### config.mk
export PLATFORM = sky130hd
export DESIGN_NAME = amp_ltc6912_ctrl
export DESIGN_NICKNAME = d
export VERILOG_FILES = /design/src/rtl/amp_pkg.sv /design/src/rtl/spi_sck_gen.sv /design/src/rtl/amp_ltc6912_ctrl.sv
export SDC_FILE = /design/constraint.sdc
export NUM_CORES = 1
export LEC_CHECK = 0
export ABC_CLOCK_PERIOD_IN_PS = 1700
export BUFFER_PORTS_ARGS = -buffer_cell sky130_fd_sc_hd__buf_2
export CAP_MARGIN = 20
export CORE_MARGIN = 2
export CORE_UTILIZATION = 54
export CTS_BUF_LIST = sky130_fd_sc_hd__clkbuf_2 sky130_fd_sc_hd__clkbuf_4 sky130_fd_sc_hd__clkbuf_8
export DETAILED_ROUTE_END_ITERATION = 8
export PLACE_DENSITY_LB_ADDON = 0.15
export SLEW_MARGIN = 10
export SYNTH_ARGS = -nofsm -noshare
export SYNTH_HDL_FRONTEND = slang
export SYNTH_SLANG_ARGS = --single-unit
export TNS_END_PERCENT = 5
### constraint.sdc
create_clock -name CLK50MHZ -period 1.7 [get_ports CLK50MHZ]
set_input_delay 0.34 -clock CLK50MHZ [delete_from_list [all_inputs] [get_ports CLK50MHZ]]
set_output_delay 0.34 -clock CLK50MHZ [all_outputs]
set_load 0.005 [all_outputs]
### src/rtl/amp_pkg.sv
// Shared constants and state encoding for the LTC6912-1 preamp controller.
package amp_pkg;

    localparam logic [3:0]  GAIN_MIN = 4'd1;
    localparam logic [3:0]  GAIN_MAX = 4'd7;
    localparam int unsigned AMP_BITS = 8;

    typedef enum logic [2:0] {
        INIT_HI,
        INIT_LO,
        IDLE,
        REQ,
        SETUP,
        SCK_HI,
        SCK_LO,
        HOLD
    } amp_state_e;

    function automatic logic gain_ok(input logic [3:0] g);
        return (g >= GAIN_MIN) && (g <= GAIN_MAX);
    endfunction

endpackage

### src/rtl/spi_sck_gen.sv
// SCK half-period tick generator: one rise/fall strobe every CLK_DIV cycles while enabled.
module spi_sck_gen #(
    parameter int unsigned CLK_DIV = 2
) (
    input  logic clk_i,
    input  logic rst_i,
    input  logic en_i,
    output logic rise_o,
    output logic fall_o
);

    localparam int unsigned DW = (CLK_DIV > 1) ? $clog2(CLK_DIV) : 1;

    logic [DW-1:0] div_q, div_d;
    logic          lvl_q, lvl_d;
    logic          tick;

    assign tick   = en_i && (div_q == DW'(CLK_DIV - 1));
    assign rise_o = tick && !lvl_q;
    assign fall_o = tick && lvl_q;

    // The caller raises SCK itself on the cycle it enables us, so idle presets the level high.
    always_comb begin
        div_d = div_q;
        lvl_d = lvl_q;
        if (!en_i) begin
            div_d = '0;
            lvl_d = 1'b1;
        end else if (tick) begin
            div_d = '0;
            lvl_d = !lvl_q;
        end else begin
            div_d = div_q + 1'b1;
        end
    end

    always_ff @(posedge clk_i) begin
        if (rst_i) begin
            div_q <= '0;
            lvl_q <= 1'b1;
        end else begin
            div_q <= div_d;
            lvl_q <= lvl_d;
        end
    end

endmodule

### src/rtl/amp_ltc6912_ctrl.sv
// LTC6912-1 gain controller: SHDN init pulse, then one 8-bit SPI write per request
// with readback of the amp's previous setting.
module amp_ltc6912_ctrl
    import amp_pkg::*;
#(
    parameter int unsigned CLK_DIV     = 2,
    parameter int unsigned SHDN_CYCLES = 4,
    parameter int unsigned CS_SETUP    = 2,
    parameter int unsigned CS_HOLD     = 2
) (
    input  logic       CLK50MHZ,
    input  logic       RST,
    input  logic       start,
    input  logic [3:0] gain_a,
    input  logic [3:0] gain_b,
    output logic       ready,
    output logic       busy,
    output logic       done,
    output logic       err,
    output logic [7:0] rd_data,
    output logic       bus_req,
    input  logic       bus_gnt,
    output logic       SPI_SCK,
    output logic       SPI_MOSI,
    output logic       AMP_CS,
    output logic       AMP_SHDN,
    input  logic       AMP_DOUT
);

    amp_state_e          state_q, state_d;
    logic [15:0]         tmr_q, tmr_d;
    logic [3:0]          bit_q, bit_d;
    logic [AMP_BITS-1:0] sh_q, sh_d, rx_q, rx_d, rd_q, rd_d;
    logic                cs_q, cs_d, shdn_q, shdn_d, sck_q, sck_d, mosi_q, mosi_d;
    logic                req_q, req_d, done_q, done_d, err_q, err_d;
    logic                sck_en, sck_rise, sck_fall;

    assign sck_en = (state_q == SCK_HI) || (state_q == SCK_LO);

    spi_sck_gen #(
        .CLK_DIV(CLK_DIV)
    ) u_sck_gen (
        .clk_i (CLK50MHZ),
        .rst_i (RST),
        .en_i  (sck_en),
        .rise_o(sck_rise),
        .fall_o(sck_fall)
    );

    always_comb begin
        state_d = state_q;
        tmr_d   = tmr_q;
        bit_d   = bit_q;
        sh_d    = sh_q;
        rx_d    = rx_q;
        rd_d    = rd_q;
        cs_d    = cs_q;
        shdn_d  = shdn_q;
        sck_d   = sck_q;
        mosi_d  = mosi_q;
        req_d   = req_q;
        done_d  = 1'b0;
        err_d   = 1'b0;

        unique case (state_q)
            INIT_HI: begin
                shdn_d = 1'b1;
                tmr_d  = tmr_q + 1'b1;
                if (tmr_q == 16'(SHDN_CYCLES)) begin
                    shdn_d  = 1'b0;
                    tmr_d   = '0;
                    state_d = INIT_LO;
                end
            end
            INIT_LO: begin
                tmr_d = tmr_q + 1'b1;
                if (tmr_q == 16'(SHDN_CYCLES - 1)) begin
                    tmr_d   = '0;
                    state_d = IDLE;
                end
            end
            IDLE: begin
                tmr_d = '0;
                bit_d = '0;
                if (start) begin
                    if (gain_ok(gain_a) && gain_ok(gain_b)) begin
                        sh_d    = {gain_a, gain_b};
                        req_d   = 1'b1;
                        state_d = REQ;
                    end else begin
                        err_d = 1'b1;
                    end
                end
            end
            REQ: begin
                if (bus_gnt) begin
                    cs_d    = 1'b0;
                    sck_d   = 1'b0;
                    mosi_d  = sh_q[AMP_BITS-1];
                    tmr_d   = '0;
                    state_d = SETUP;
                end
            end
            SETUP: begin
                tmr_d = tmr_q + 1'b1;
                if (tmr_q == 16'(CS_SETUP - 1)) begin
                    sck_d   = 1'b1;
                    rx_d    = {rx_q[AMP_BITS-2:0], AMP_DOUT};
                    bit_d   = bit_q + 1'b1;
                    state_d = SCK_HI;
                end
            end
            SCK_HI: begin
                if (sck_fall) begin
                    sck_d   = 1'b0;
                    sh_d    = {sh_q[AMP_BITS-2:0], 1'b0};
                    mosi_d  = sh_q[AMP_BITS-2];
                    state_d = SCK_LO;
                end
            end
            SCK_LO: begin
                // The last low half-period is completed before HOLD so the byte spans 16 half-periods.
                if (sck_rise) begin
                    if (bit_q == 4'(AMP_BITS)) begin
                        tmr_d   = '0;
                        state_d = HOLD;
                    end else begin
                        sck_d   = 1'b1;
                        rx_d    = {rx_q[AMP_BITS-2:0], AMP_DOUT};
                        bit_d   = bit_q + 1'b1;
                        state_d = SCK_HI;
                    end
                end
            end
            HOLD: begin
                tmr_d = tmr_q + 1'b1;
                if (tmr_q == 16'(CS_HOLD - 1)) begin
                    cs_d    = 1'b1;
                    req_d   = 1'b0;
                    mosi_d  = 1'b0;
                    rd_d    = rx_q;
                    done_d  = 1'b1;
                    state_d = IDLE;
                end
            end
            default: state_d = INIT_HI;
        endcase
    end

    always_ff @(posedge CLK50MHZ) begin
        if (RST) begin
            state_q <= INIT_HI;
            tmr_q   <= '0;
            bit_q   <= '0;
            sh_q    <= '0;
            rx_q    <= '0;
            rd_q    <= '0;
            cs_q    <= 1'b1;
            shdn_q  <= 1'b0;
            sck_q   <= 1'b0;
            mosi_q  <= 1'b0;
            req_q   <= 1'b0;
            done_q  <= 1'b0;
            err_q   <= 1'b0;
        end else begin
            state_q <= state_d;
            tmr_q   <= tmr_d;
            bit_q   <= bit_d;
            sh_q    <= sh_d;
            rx_q    <= rx_d;
            rd_q    <= rd_d;
            cs_q    <= cs_d;
            shdn_q  <= shdn_d;
            sck_q   <= sck_d;
            mosi_q  <= mosi_d;
            req_q   <= req_d;
            done_q  <= done_d;
            err_q   <= err_d;
        end
    end

    assign ready    = (state_q == IDLE);
    assign busy     = (state_q != IDLE);
    assign done     = done_q;
    assign err      = err_q;
    assign rd_data  = rd_q;
    assign bus_req  = req_q;
    assign SPI_SCK  = sck_q;
    assign SPI_MOSI = mosi_q;
    assign AMP_CS   = cs_q;
    assign AMP_SHDN = shdn_q;

endmodule
==> results of run 1 <==
==> report_power, final <==
part	switching (mW)	total [mW]	internal [mW]
Combinational	0.526	1.05	0.527
Sequential	0.0749	1.46	1.38
Clock	0.487	0.799	0.312
Total	1.09	3.31	2.22
==> cell usage in the layout, fill, tap and decap left out, types with 2 or more instances in the layout <==
| cell type | synthesis | layout |
|---|---|---|
| sky130_fd_sc_hd__nor3_2 | 0 | 2 |
| sky130_fd_sc_hd__a311oi_1 | 8 | 8 |
| sky130_fd_sc_hd__nand2_1 | 29 | 28 |
| sky130_fd_sc_hd__buf_6 | 1 | 4 |
| sky130_fd_sc_hd__xnor2_1 | 16 | 16 |
| sky130_fd_sc_hd__nor2b_1 | 4 | 4 |
| sky130_fd_sc_hd__nand2b_1 | 2 | 2 |
| sky130_fd_sc_hd__inv_1 | 14 | 13 |
| sky130_fd_sc_hd__o21ai_2 | 0 | 3 |
| sky130_fd_sc_hd__dfxtp_2 | 0 | 4 |
| sky130_fd_sc_hd__a31oi_1 | 3 | 3 |
| sky130_fd_sc_hd__clkbuf_8 | 2 | 5 |
| sky130_fd_sc_hd__nor2_1 | 53 | 52 |
| sky130_fd_sc_hd__nand3_1 | 15 | 13 |
| sky130_fd_sc_hd__nor4_4 | 2 | 2 |
| sky130_fd_sc_hd__buf_4 | 2 | 67 |
| sky130_fd_sc_hd__nand4_1 | 4 | 4 |
| sky130_fd_sc_hd__nand3_2 | 0 | 2 |
| sky130_fd_sc_hd__dfxtp_1 | 56 | 52 |
| sky130_fd_sc_hd__nor4_1 | 6 | 3 |
| sky130_fd_sc_hd__nor4_2 | 0 | 3 |
| sky130_fd_sc_hd__o21bai_4 | 1 | 2 |
| sky130_fd_sc_hd__xor2_1 | 3 | 3 |
| sky130_fd_sc_hd__inv_6 | 0 | 2 |
| sky130_fd_sc_hd__buf_2 | 2 | 29 |
| sky130_fd_sc_hd__nor3_1 | 13 | 10 |
| sky130_fd_sc_hd__ha_1 | 5 | 4 |
| sky130_fd_sc_hd__a21oi_1 | 14 | 13 |
| sky130_fd_sc_hd__mux2i_1 | 16 | 16 |
| sky130_fd_sc_hd__o21ai_0 | 9 | 5 |
==> registers in the layout, summed over array words and instances (netlist names) <==
signal,flops
state_q,3
done,1
rx_q,8
bus_req,1
SPI_SCK,1
bit_q,4
AMP_SHDN,1
sh_q,8
err,1
tmr_q,16
u_sck_gen.div_q,1
rd_data,8
SPI_MOSI,1
AMP_CS,1
u_sck_gen.lvl_q,1
==> tightest hold or removal path: cells and delay by family <==
family,cells,cell delay (ps)
multiplexers,1,60
buffers and inverters,1,70
AND/OR/NAND/NOR,1,80
==> worst paths after layout <==
check | start | to | slack [ps] | cells after the start
setup / recovery | tmr_q[1] | state_q[0] | -340 | 8
hold reg to reg | sh_q[4] | sh_q[5] | 480 | 2
setup reg to reg | tmr_q[1] | state_q[0] | -340 | 8
hold / removal | AMP_DOUT | rx_q[0] | 260 | 3
==> cell families after synthesis <==
family / Yosys count / share of synthesized area, %
buf+inv: 28 / 5.35
flops: 56 / 41.3
compound gates: 47 / 13.0
fa+ha+maj: 5 / 2.30
simple gates: 139 / 25.6
mux: 17 / 6.31
xor+xnor: 19 / 6.13
==> stage by stage <==
stage | setup TNS (ps) | area [sq um] | power [mW]
global route | -12700 | 3650 | 3.45
detailed placement | -8080 | 3390 | 2.31
finish | -7700 | 3650 | 3.31
CTS | -7750 | 3520 | 3.14
global placement | -5840 | 3390 | 2.30
floorplan | -1650 | 2720 | 1.91
==> metal layers <==
metal  share of wire, %  vias to the layer above  wire, microns  track usage [%]
li1                   -                     1268              -                -
met1                 43                     1236           2920             29.4
met2                 52                       54           3540             42.8
met3                3.6                       17            245             4.69
met4                2.2                        0            148             6.94
met5                  0                        -              0                0
==> cell type report <==
| type | count | area (sq um) | share of cell area, % |
|---|---|---|---|
| Clock buffer | 5 | 68.8 | 1.89 |
| Clock inverter | 3 | 28.8 | 0.788 |
| Inverter | 14 | 52.6 | 1.44 |
| Multi-Input combinational cell | 227 | 1580 | 43.2 |
| Sequential cell | 56 | 1130 | 30.9 |
| Tap cell | 67 | 83.8 | 2.30 |
| Timing Repair Buffer | 101 | 713 | 19.5 |
==> what timing repair did <==
| item | CTS | global route |
|---|---|---|
| cloned | 0 | 1 |
| pin swaps | 2 | 3 |
| resized for setup | 11 | 28 |
| buffers inserted | 0 | 2 |
| endpoints found under the setup margin | 51 | 55 |
| endpoints found under the hold margin | 0 | 0 |
==> qor.csv, run 1 <==
metric;value;unit
run_status;finished with violations;
violations;setup timing;
grt_pass1_vias;2400;
cts_inserted_buffers;5;
initial_core_util;56.7;%
core_area;0.00479;sq mm
cts_max_level;2;
grt.total_usage;24.0;%
first_pass_grt_wire_length;10.4;mm
start_kind;flip-flop;
endpoints_failing_setup;44;
ranking_of_synthesized_cells_by_area;sky130_fd_sc_hd__dfxtp_1 41%, sky130_fd_sc_hd__nor2_1 7.3%, sky130_fd_sc_hd__mux2i_1 5.9%;
drive_above_1_share;35.5;%
min_period;2040;ps
drt_iter0_drc;112;
routedWlPerCell;14.5;microns
cts_hold_buf;0;
final_core_utilization;76.3;%
rsz0062_at_grt;yes;
die_area;0.00561;sq mm
relSlewSlack;62.9;%
critical_path.cell_chain;inv_2 > ha_4 > nor4b_4 > nand4_1 > and3_4 > nor2_1 > or4b_4 > a21oi_2;
port_buffers;29;
num-nets-final;423;
synth_largest_type_area_fraction;41.3;%
std_cell_rows;25;
place.gp.congestion;0.860;
synth_nets;329;
tritoncts_clock_tree;yes;
synth_most_common_cell;sky130_fd_sc_hd__dfxtp_1;
max_slew.worst_pin.slew;552;ps
antenna_cells_inserted;0;
synthesis.area;0.00272;sq mm
max-vdd-ir-drop;0.000556;V
crit_fanout;4;
die_y;74.9;microns
max_freq;489;MHz
avgSynthCellArea;8.73;sq um
dominantRegCellSynth;sky130_fd_sc_hd__dfxtp_1;
async_flop_share;0;%
clk_pin_slew_worst_paths;110;ps
critPathTopFamily;simple AND/OR/NAND/NOR gates;
cts-root-buf;sky130_fd_sc_hd__clkbuf_8;
report.final.hold_viol_count;0;
worstHoldPathType;input port to flip-flop;
finalHoldWorstSlack;255;ps
synth_commonest_cells;56 x sky130_fd_sc_hd__dfxtp_1, 53 x sky130_fd_sc_hd__nor2_1, 29 x sky130_fd_sc_hd__nand2_1;
pin_count;30;
area_delta_synth_final;34.4;%
setup.worst_path.class;flip-flop to flip-flop;
count_of_state_elements_after_synthesis;56;
chipWidth;74.9;microns
finClkSkew;7.44;ps
detail_route.wirelength;6.85;mm
total_leakage_power;1.51;nW
clock_path_buffers;2;
instances_no_fill;473;
vias_per_cell;5.44;
sequential_fraction_of_the_synthesis_area;41.3;%
drc;0;
timing_max_transition_violations_final;0;
grt_start_max_net_pins;21;
netlist.top_cell.by_area;sky130_fd_sc_hd__dfxtp_1;
setup_ws;-344;ps
antenna_found_initial;0;
wp_data_arrival;2300;ps
cp_data_required_time;1950;ps
first_pass_iters;4;
detailedPlace.worstSlack;-243;ps
post_synth_inst_count;311;
fillerInstances;380;
dp_hpwl;4.60;mm
synth_edf_count;0;
finalCritPeriodShare;120;%
buf_inv_stages_crit_path;1;
cellPowerDensity;907;mW/mm^2
detail-route-antenna-nets;0;
critical_path.endpoint_type;flip-flop;
route.vias.total;2575;
critical-path-max-stage-delay;490;ps
worst_path_max_delay_cell;sky130_fd_sc_hd__or4b_4;
drv_cap;0;
place.detailed.instances;462;
yosysUniqueCellTypes;49;
ys.warnings.count;0;
worst_skew_pair.late_latency;320;ps
grt_overflow_total;0;
clock_sinks;56;
Power figures use the tool's default switching activity.
==> run 2, diff against run 1 <==
--- a/config.mk
+++ b/config.mk
@@ -5,15 +5,16 @@
 export SDC_FILE = /design/constraint.sdc
 export NUM_CORES = 1
 export LEC_CHECK = 0
-export ABC_CLOCK_PERIOD_IN_PS = 1700
+export ABC_CLOCK_PERIOD_IN_PS = 2600
 export BUFFER_PORTS_ARGS = -buffer_cell sky130_fd_sc_hd__buf_2
 export CAP_MARGIN = 20
 export CORE_MARGIN = 2
-export CORE_UTILIZATION = 54
+export CORE_UTILIZATION = 55
 export CTS_BUF_LIST = sky130_fd_sc_hd__clkbuf_2 sky130_fd_sc_hd__clkbuf_4 sky130_fd_sc_hd__clkbuf_8
+export CTS_CLUSTER_DIAMETER = 80
 export DETAILED_ROUTE_END_ITERATION = 8
 export PLACE_DENSITY_LB_ADDON = 0.15
-export SLEW_MARGIN = 10
+export SLEW_MARGIN = 20
 export SYNTH_ARGS = -nofsm -noshare
 export SYNTH_HDL_FRONTEND = slang
 export SYNTH_SLANG_ARGS = --single-unit
==> constraint.sdc (replaced) <==
create_clock -name CLK50MHZ -period 2.6 [get_ports CLK50MHZ]
set_input_delay 0.52 -clock CLK50MHZ [delete_from_list [all_inputs] [get_ports CLK50MHZ]]
set_output_delay 0.52 -clock CLK50MHZ [all_outputs]
set_load 0.005 [all_outputs]
==> run 2 against run 1 <==
  * The run now ends clean
  * Power shrank 46%
  * Setup slack gained 710 ps
  * Cell count shrank 14%
  * Global-route usage shrank 3.4 points
  * First-iteration DRC count shrank 13%
  * Worst hold slack gained 190 ps
  * Sequential power shrank 34%
  * Clock skew grew 3.6 ps
  * Critical path depth shrank 4
  * Critical path type is now flip-flop to output pin
==> qor.csv, run 2 (synthesis gave the netlist of run 1 again) <==
metric;value;unit;change
finalCritPeriodShare;85.7;%;
fin_total_pwr;1.78;mW;was 3.31 mW
total_leakage_power;1.12;nW;was 1.51 nW
endpoints_failing_setup;0;;was 44
clock_sinks;56;;unchanged
antenna_cells_inserted;0;;unchanged
place.gp.congestion;0.830;;was 0.860
cts_inserted_buffers;5;;unchanged
report.final.hold_viol_count;0;;unchanged
rsz0062_at_grt;no;;was yes
drv_cap;0;;unchanged
cellPowerDensity;600;mW/mm^2;was 907 mW/mm^2
vias_per_cell;5.37;;was 5.44
min_period;2230;ps;
largest_register;tmr_q;;unchanged
first_pass_grt_wire_length;9.03;mm;was 10.4 mm
timing_max_transition_violations_final;0;;unchanged
cts_setup_buffers;0;;unchanged
max_slew.worst_pin.slew;681;ps;was 552 ps
final_core_utilization;62.6;%;was 76.3%
grt_pass1_vias;1980;;was 2,400
route.vias.total;2176;;was 2,575
grt_start_max_net_pins;39;;was 21
std_cell_rows;25;;unchanged
grt_overflow_total;0;;unchanged
layout.cells.most_common;sky130_fd_sc_hd__dfxtp_1;;was sky130_fd_sc_hd__buf_4
clk_pin_slew_worst_paths;100;ps;was 110 ps
dp_hpwl;3.69;mm;was 4.60 mm
worst_skew_pair.late_latency;310;ps;was 320 ps
setup.worst_path.class;flip-flop to output pin;;was flip-flop to flip-flop
placed_cell_area;0.00288;sq mm;was 0.00339 sq mm
layout.cell_area.non_filler;0.00297;sq mm;was 0.00365 sq mm
grt.total_usage;20.7;%;was 24.0%
relSlewSlack;54.6;%;was 62.9%
start_kind;flip-flop;;unchanged
crit_fanout;14;;was 4
cts_hold_buf;0;;unchanged
drive_above_1_share;15.7;%;was 35.5%
critical_path.endpoint_type;output pin;;was flip-flop
post_cts.resized_instances;0;;was 11
routedWlPerCell;12.9;microns;was 14.5 microns
tritoncts_clock_tree;yes;;unchanged
pin_count;30;;unchanged
antenna_found_initial;0;;unchanged
num-nets-final;355;;was 423
detail-route-antenna-nets;0;;unchanged
die_y;74.3;microns;was 74.9 microns
cts_max_level;2;;unchanged
port_buffers;29;;unchanged
layout.cells.most_common_list;56 x sky130_fd_sc_hd__dfxtp_1, 53 x sky130_fd_sc_hd__nor2_1, 29 x sky130_fd_sc_hd__nand2_1, 29 x sky130_fd_sc_hd__buf_2;;was 67 x sky130_fd_sc_hd__buf_4, 52 x sky130_fd_sc_hd__dfxtp_1, 52 x sky130_fd_sc_hd__nor2_1
timing.setup.tns;0;ps;was -7700 ps
clock_path_buffers;2;;unchanged
drc;0;;unchanged
initial_core_util;57.1;%;was 56.7%
worstHoldPathType;input port to flip-flop;;unchanged
area_delta_synth_final;9.54;%;was 34.4%
wp_data_arrival;1710;ps;was 2300 ps
max_freq;449;MHz;
cts-root-buf;sky130_fd_sc_hd__clkbuf_8;;unchanged
drt_iter0_drc;98;;was 112
cp_data_required_time;2080;ps;was 1950 ps
chipWidth;74.3;microns;was 74.9 microns
setup_ws;371;ps;was -344 ps
detailedPlace.worstSlack;368;ps;was -243 ps
first_pass_iters;4;;unchanged
max-vdd-ir-drop;0.000398;V;was 0.000556 V
run_status;finished, final reports clean;;was finished with violations
finClkSkew;11.1;ps;was 7.44 ps
die_area;0.00551;sq mm;was 0.00561 sq mm
largest_register_ff_count;16;;unchanged
detail_route.wirelength;5.22;mm;was 6.85 mm
core_area;0.00475;sq mm;was 0.00479 sq mm
## run 2: power by group
| group | leakage, nW | total [mW] | internal [mW] | switching, mW |
|---|---|---|---|---|
| clock | 0.0448 | 0.479 | 0.203 | 0.276 |
| sequential | 0.452 | 0.957 | 0.899 | 0.0578 |
| combinational | 0.622 | 0.348 | 0.137 | 0.211 |
| total | 1.12 | 1.78 | 1.24 | 0.545 |
## run 2: critical path: stages (launching register included)
cell and delay [ps]:
sky130_fd_sc_hd__dfxtp_1 650, sky130_fd_sc_hd__inv_1 190, sky130_fd_sc_hd__nand3_1 280, sky130_fd_sc_hd__inv_1 130, sky130_fd_sc_hd__buf_2 150
## run 2: worst paths after layout
check	from	endpoint	slack, ps	cells after the start
max	state_q[0]	ready	370	4
min	AMP_DOUT	rx_q[0]	440	3
max reg2reg	state_q[0]	sh_q[2]	420	6
min reg2reg	sh_q[3]	sh_q[4]	480	2
## run 2: final cells by class
type / count / area (sq um)
Clock buffer: 6 / 76.3
Clock inverter: 2 / 16.3
Fill cell: 443 / 1780
Inverter: 14 / 52.6
Multi-Input combinational cell: 227 / 1450
Sequential cell: 56 / 1120
Tap cell: 67 / 83.8
Timing Repair Buffer: 33 / 175
## run 2: metal layers
layer  global-route usage (%)  routed length, microns  vias up
met1                     28.4                    2510     1001
met4                     6.15                      28        0
met5                        0                       0        -
met2                     32.1                    2460       39
met3                     5.42                     224        2
li1                         -                       -     1134
## run 2: metrics by stage
step | hold slack, ps | cells
after floorplan | 450 | 311
after global placement | 463 | 397
after detailed placement | 468 | 397
after CTS | 444 | 405
after global routing | 463 | 405
final | 443 | 405
==> run 3, diff against run 2 <==
--- a/config.mk
+++ b/config.mk
@@ -5,7 +5,7 @@
 export SDC_FILE = /design/constraint.sdc
 export NUM_CORES = 1
 export LEC_CHECK = 0
-export ABC_CLOCK_PERIOD_IN_PS = 2600
+export ABC_CLOCK_PERIOD_IN_PS = 2100
 export BUFFER_PORTS_ARGS = -buffer_cell sky130_fd_sc_hd__buf_2
 export CAP_MARGIN = 20
 export CORE_MARGIN = 2
==> constraint.sdc (replaced) <==
create_clock -name CLK50MHZ -period 2.1 [get_ports CLK50MHZ]
set_input_delay 0.42 -clock CLK50MHZ [delete_from_list [all_inputs] [get_ports CLK50MHZ]]
set_output_delay 0.42 -clock CLK50MHZ [all_outputs]
set_load 0.005 [all_outputs]
==> run 3 against run 2 <==
  * Final area grew 5.1%
  * Combinational power grew 49%
  * Clock power grew 25%
  * Sequential cell count is the same
  * Core utilization grew 3.2 points
  * Critical path type is now flip-flop to flip-flop
  * Largest power group unchanged
  * Highest routed layer unchanged
==> qor.csv, run 3 (synthesis gave the netlist of run 1 again) <==
metric;value;unit;change
detail-route-antenna-nets;0;;unchanged
critical-path-max-stage-delay;360;ps;was 650 ps
drv_cap;0;;unchanged
instances_no_fill;421;;was 405
critPathTopFamily;simple AND/OR/NAND/NOR gates;;was flip-flops
routedWlPerCell;13.1;microns;was 12.9 microns
clock_path_buffers;2;;unchanged
worst_path_max_delay_cell;sky130_fd_sc_hd__nor4_1;;was sky130_fd_sc_hd__dfxtp_1
clk_pin_slew_worst_paths;100;ps;about the same
initial_core_util;57.1;%;unchanged
wp_data_arrival;2190;ps;was 1710 ps
critical_path.endpoint_type;flip-flop;;was output pin
place.detailed.instances;412;;was 397
chipWidth;74.3;microns;unchanged
report.final.hold_viol_count;0;;unchanged
worst_skew_pair.late_latency;310;ps;about the same
min_period;1980;ps;
largest_register_ff_count;16;;unchanged
endpoints_failing_setup;0;;unchanged
num-nets-final;371;;was 355
cp.depth;8;;was 4
cp-endpoint;tmr_q[14];;was ready
setup_slack_on_the_worst_flop_to_flop_path;120;ps;was 420 ps
max_slew.worst_pin.slew;496;ps;was 681 ps
setup.worst_path.class;flip-flop to flip-flop;;was flip-flop to output pin
std_cell_rows;25;;unchanged
drive_above_1_share;20.3;%;was 15.7%
run_status;finished, final reports clean;;unchanged
drc;0;;unchanged
cellPowerDensity;735;mW/mm^2;was 600 mW/mm^2
cts_max_level;2;;unchanged
finalCritPeriodShare;94.1;%;
cts_inserted_buffers;5;;unchanged
cts-root-buf;sky130_fd_sc_hd__clkbuf_8;;unchanged
cp_data_required_time;2310;ps;was 2080 ps
grt_start_max_net_pins;24;;was 39
clock_sinks;56;;unchanged
dp_hpwl;4.02;mm;was 3.69 mm
route.vias.total;2294;;was 2,176
total_leakage_power;1.21;nW;was 1.12 nW
critical_path.cell_chain;inv_1 > ha_1 > nand3b_1 > o311ai_4 > nand3_2 > nor4_1 > xnor2_1 > nor2_1;;was inv_1 > nand3_1 > inv_1 > buf_2
die_y;74.3;microns;unchanged
grt_pass1_vias;2145;;was 1,980
max-vdd-ir-drop;0.000462;V;was 0.000398 V
fin_total_pwr;2.30;mW;was 1.78 mW
port_buffers;29;;unchanged
core_area;0.00475;sq mm;unchanged
placed_cell_area;0.00301;sq mm;was 0.00288 sq mm
largest_register;tmr_q;;unchanged
crit_path_start;bit_q[0];;was state_q[0]
reg2reg_to;tmr_q[14];;was sh_q[2]
grt.total_usage;21.3;%;was 20.7%
place.gp.congestion;0.829;;was 0.830
relSlewSlack;66.9;%;was 54.6%
worstHoldPathType;input port to flip-flop;;unchanged
area_delta_synth_final;15.1;%;was 9.54%
fillerInstances;432;;was 443
crit_fanout;7;;was 14
grt_overflow_total;0;;unchanged
layout.cell_area.non_filler;0.00313;sq mm;was 0.00297 sq mm
start_kind;flip-flop;;unchanged
first_pass_grt_wire_length;9.33;mm;was 9.03 mm
first_pass_iters;4;;unchanged
pin_count;30;;unchanged
worstHoldStart;AMP_DOUT;;unchanged
final_core_utilization;65.7;%;was 62.6%
finClkSkew;6.92;ps;was 11.1 ps
layout.cells.most_common;sky130_fd_sc_hd__dfxtp_1;;unchanged
detail_route.wirelength;5.52;mm;was 5.22 mm
timing_max_transition_violations_final;0;;unchanged
antenna_cells_inserted;0;;unchanged
layout.cells.most_common_list;56 x sky130_fd_sc_hd__dfxtp_1, 53 x sky130_fd_sc_hd__nor2_1, 29 x sky130_fd_sc_hd__nand2_1, 29 x sky130_fd_sc_hd__buf_2, 19 x sky130_fd_sc_hd__buf_4;;was 56 x sky130_fd_sc_hd__dfxtp_1, 53 x sky130_fd_sc_hd__nor2_1, 29 x sky130_fd_sc_hd__nand2_1, 29 x sky130_fd_sc_hd__buf_2
tritoncts_clock_tree;yes;;unchanged
max_freq;506;MHz;
rsz0062_at_grt;yes;;was no
reg2reg_depth;8;;was 6
die_area;0.00551;sq mm;unchanged
drt_iter0_drc;106;;was 98
antenna_found_initial;0;;unchanged
r2r_start;bit_q[0];;was state_q[0]
vias_per_cell;5.45;;was 5.37
buf_inv_stages_crit_path;1;;was 3
## run 3: layout make-up
type,count,area [sq um],share of cell area [%]
clock inverter,3,22.5,0.721
inverter,14,52.6,1.68
clock buffer,5,68.8,2.20
sequential,56,1120,35.9
tap,67,83.8,2.68
timing repair buffer,49,308,9.85
multi-input combinational,227,1470,47.0
## run 3: how the worst min path moves through the flow
| stage | endpoint | slack, ps | cells after the start |
|---|---|---|---|
| floorplan | sh_q[0] | 450 | 2 |
| global placement | sh_q[4] | 460 | 2 |
| detailed placement | sh_q[4] | 470 | 2 |
| CTS | rx_q[0] | 340 | 3 |
| global route | sh_q[0] | 370 | 3 |
| finish | rx_q[0] | 340 | 3 |
## run 3: worst reg2reg max path: stages, from the launching register on
cell and delay (ps):
sky130_fd_sc_hd__dfxtp_1 330, sky130_fd_sc_hd__inv_1 90, sky130_fd_sc_hd__ha_1 150, sky130_fd_sc_hd__nand3b_1 140
sky130_fd_sc_hd__o311ai_4 350, sky130_fd_sc_hd__nand3_2 240, sky130_fd_sc_hd__nor4_1 360, sky130_fd_sc_hd__xnor2_1 160
sky130_fd_sc_hd__nor2_1 50
## run 3: timing repair
item,in CTS,in global routing
setup endpoints to repair,2,36
setup buffers,0,1
resized for setup,0,7
hold buffers,0,0
## run 3: per-stage QoR
step / worst slack, ps / TNS [ps] / hold WS, ps
after floorplan: 255 / 0 / 450
after global placement: 51.4 / 0 / 461
after detailed placement: -1.32 / -1.32 / 470
after CTS: -12.9 / -18.2 / 336
after global routing: -53.5 / -77.1 / 372
final: 124 / 0 / 337
## run 3: layer usage
| layer | routed length, microns | global-route usage [%] | up-vias | part of all wire, % |
|---|---|---|---|---|
| li1 | - | - | 1169 | - |
| met1 | 2650 | 27.8 | 1076 | 48 |
| met2 | 2630 | 36.5 | 42 | 48 |
| met3 | 194 | 3.79 | 7 | 3.5 |
| met4 | 44 | 5.75 | 0 | 0.80 |
| met5 | 0 | 0 | - | 0 |
## run 3: report_power, final
group / leakage, nW / total [mW] / switching (mW) / internal [mW]
sequential: 0.452 / 1.18 / 0.0647 / 1.11
combinational: 0.706 / 0.520 / 0.292 / 0.228
clock: 0.0485 / 0.598 / 0.359 / 0.240
total: 1.21 / 2.30 / 0.715 / 1.58
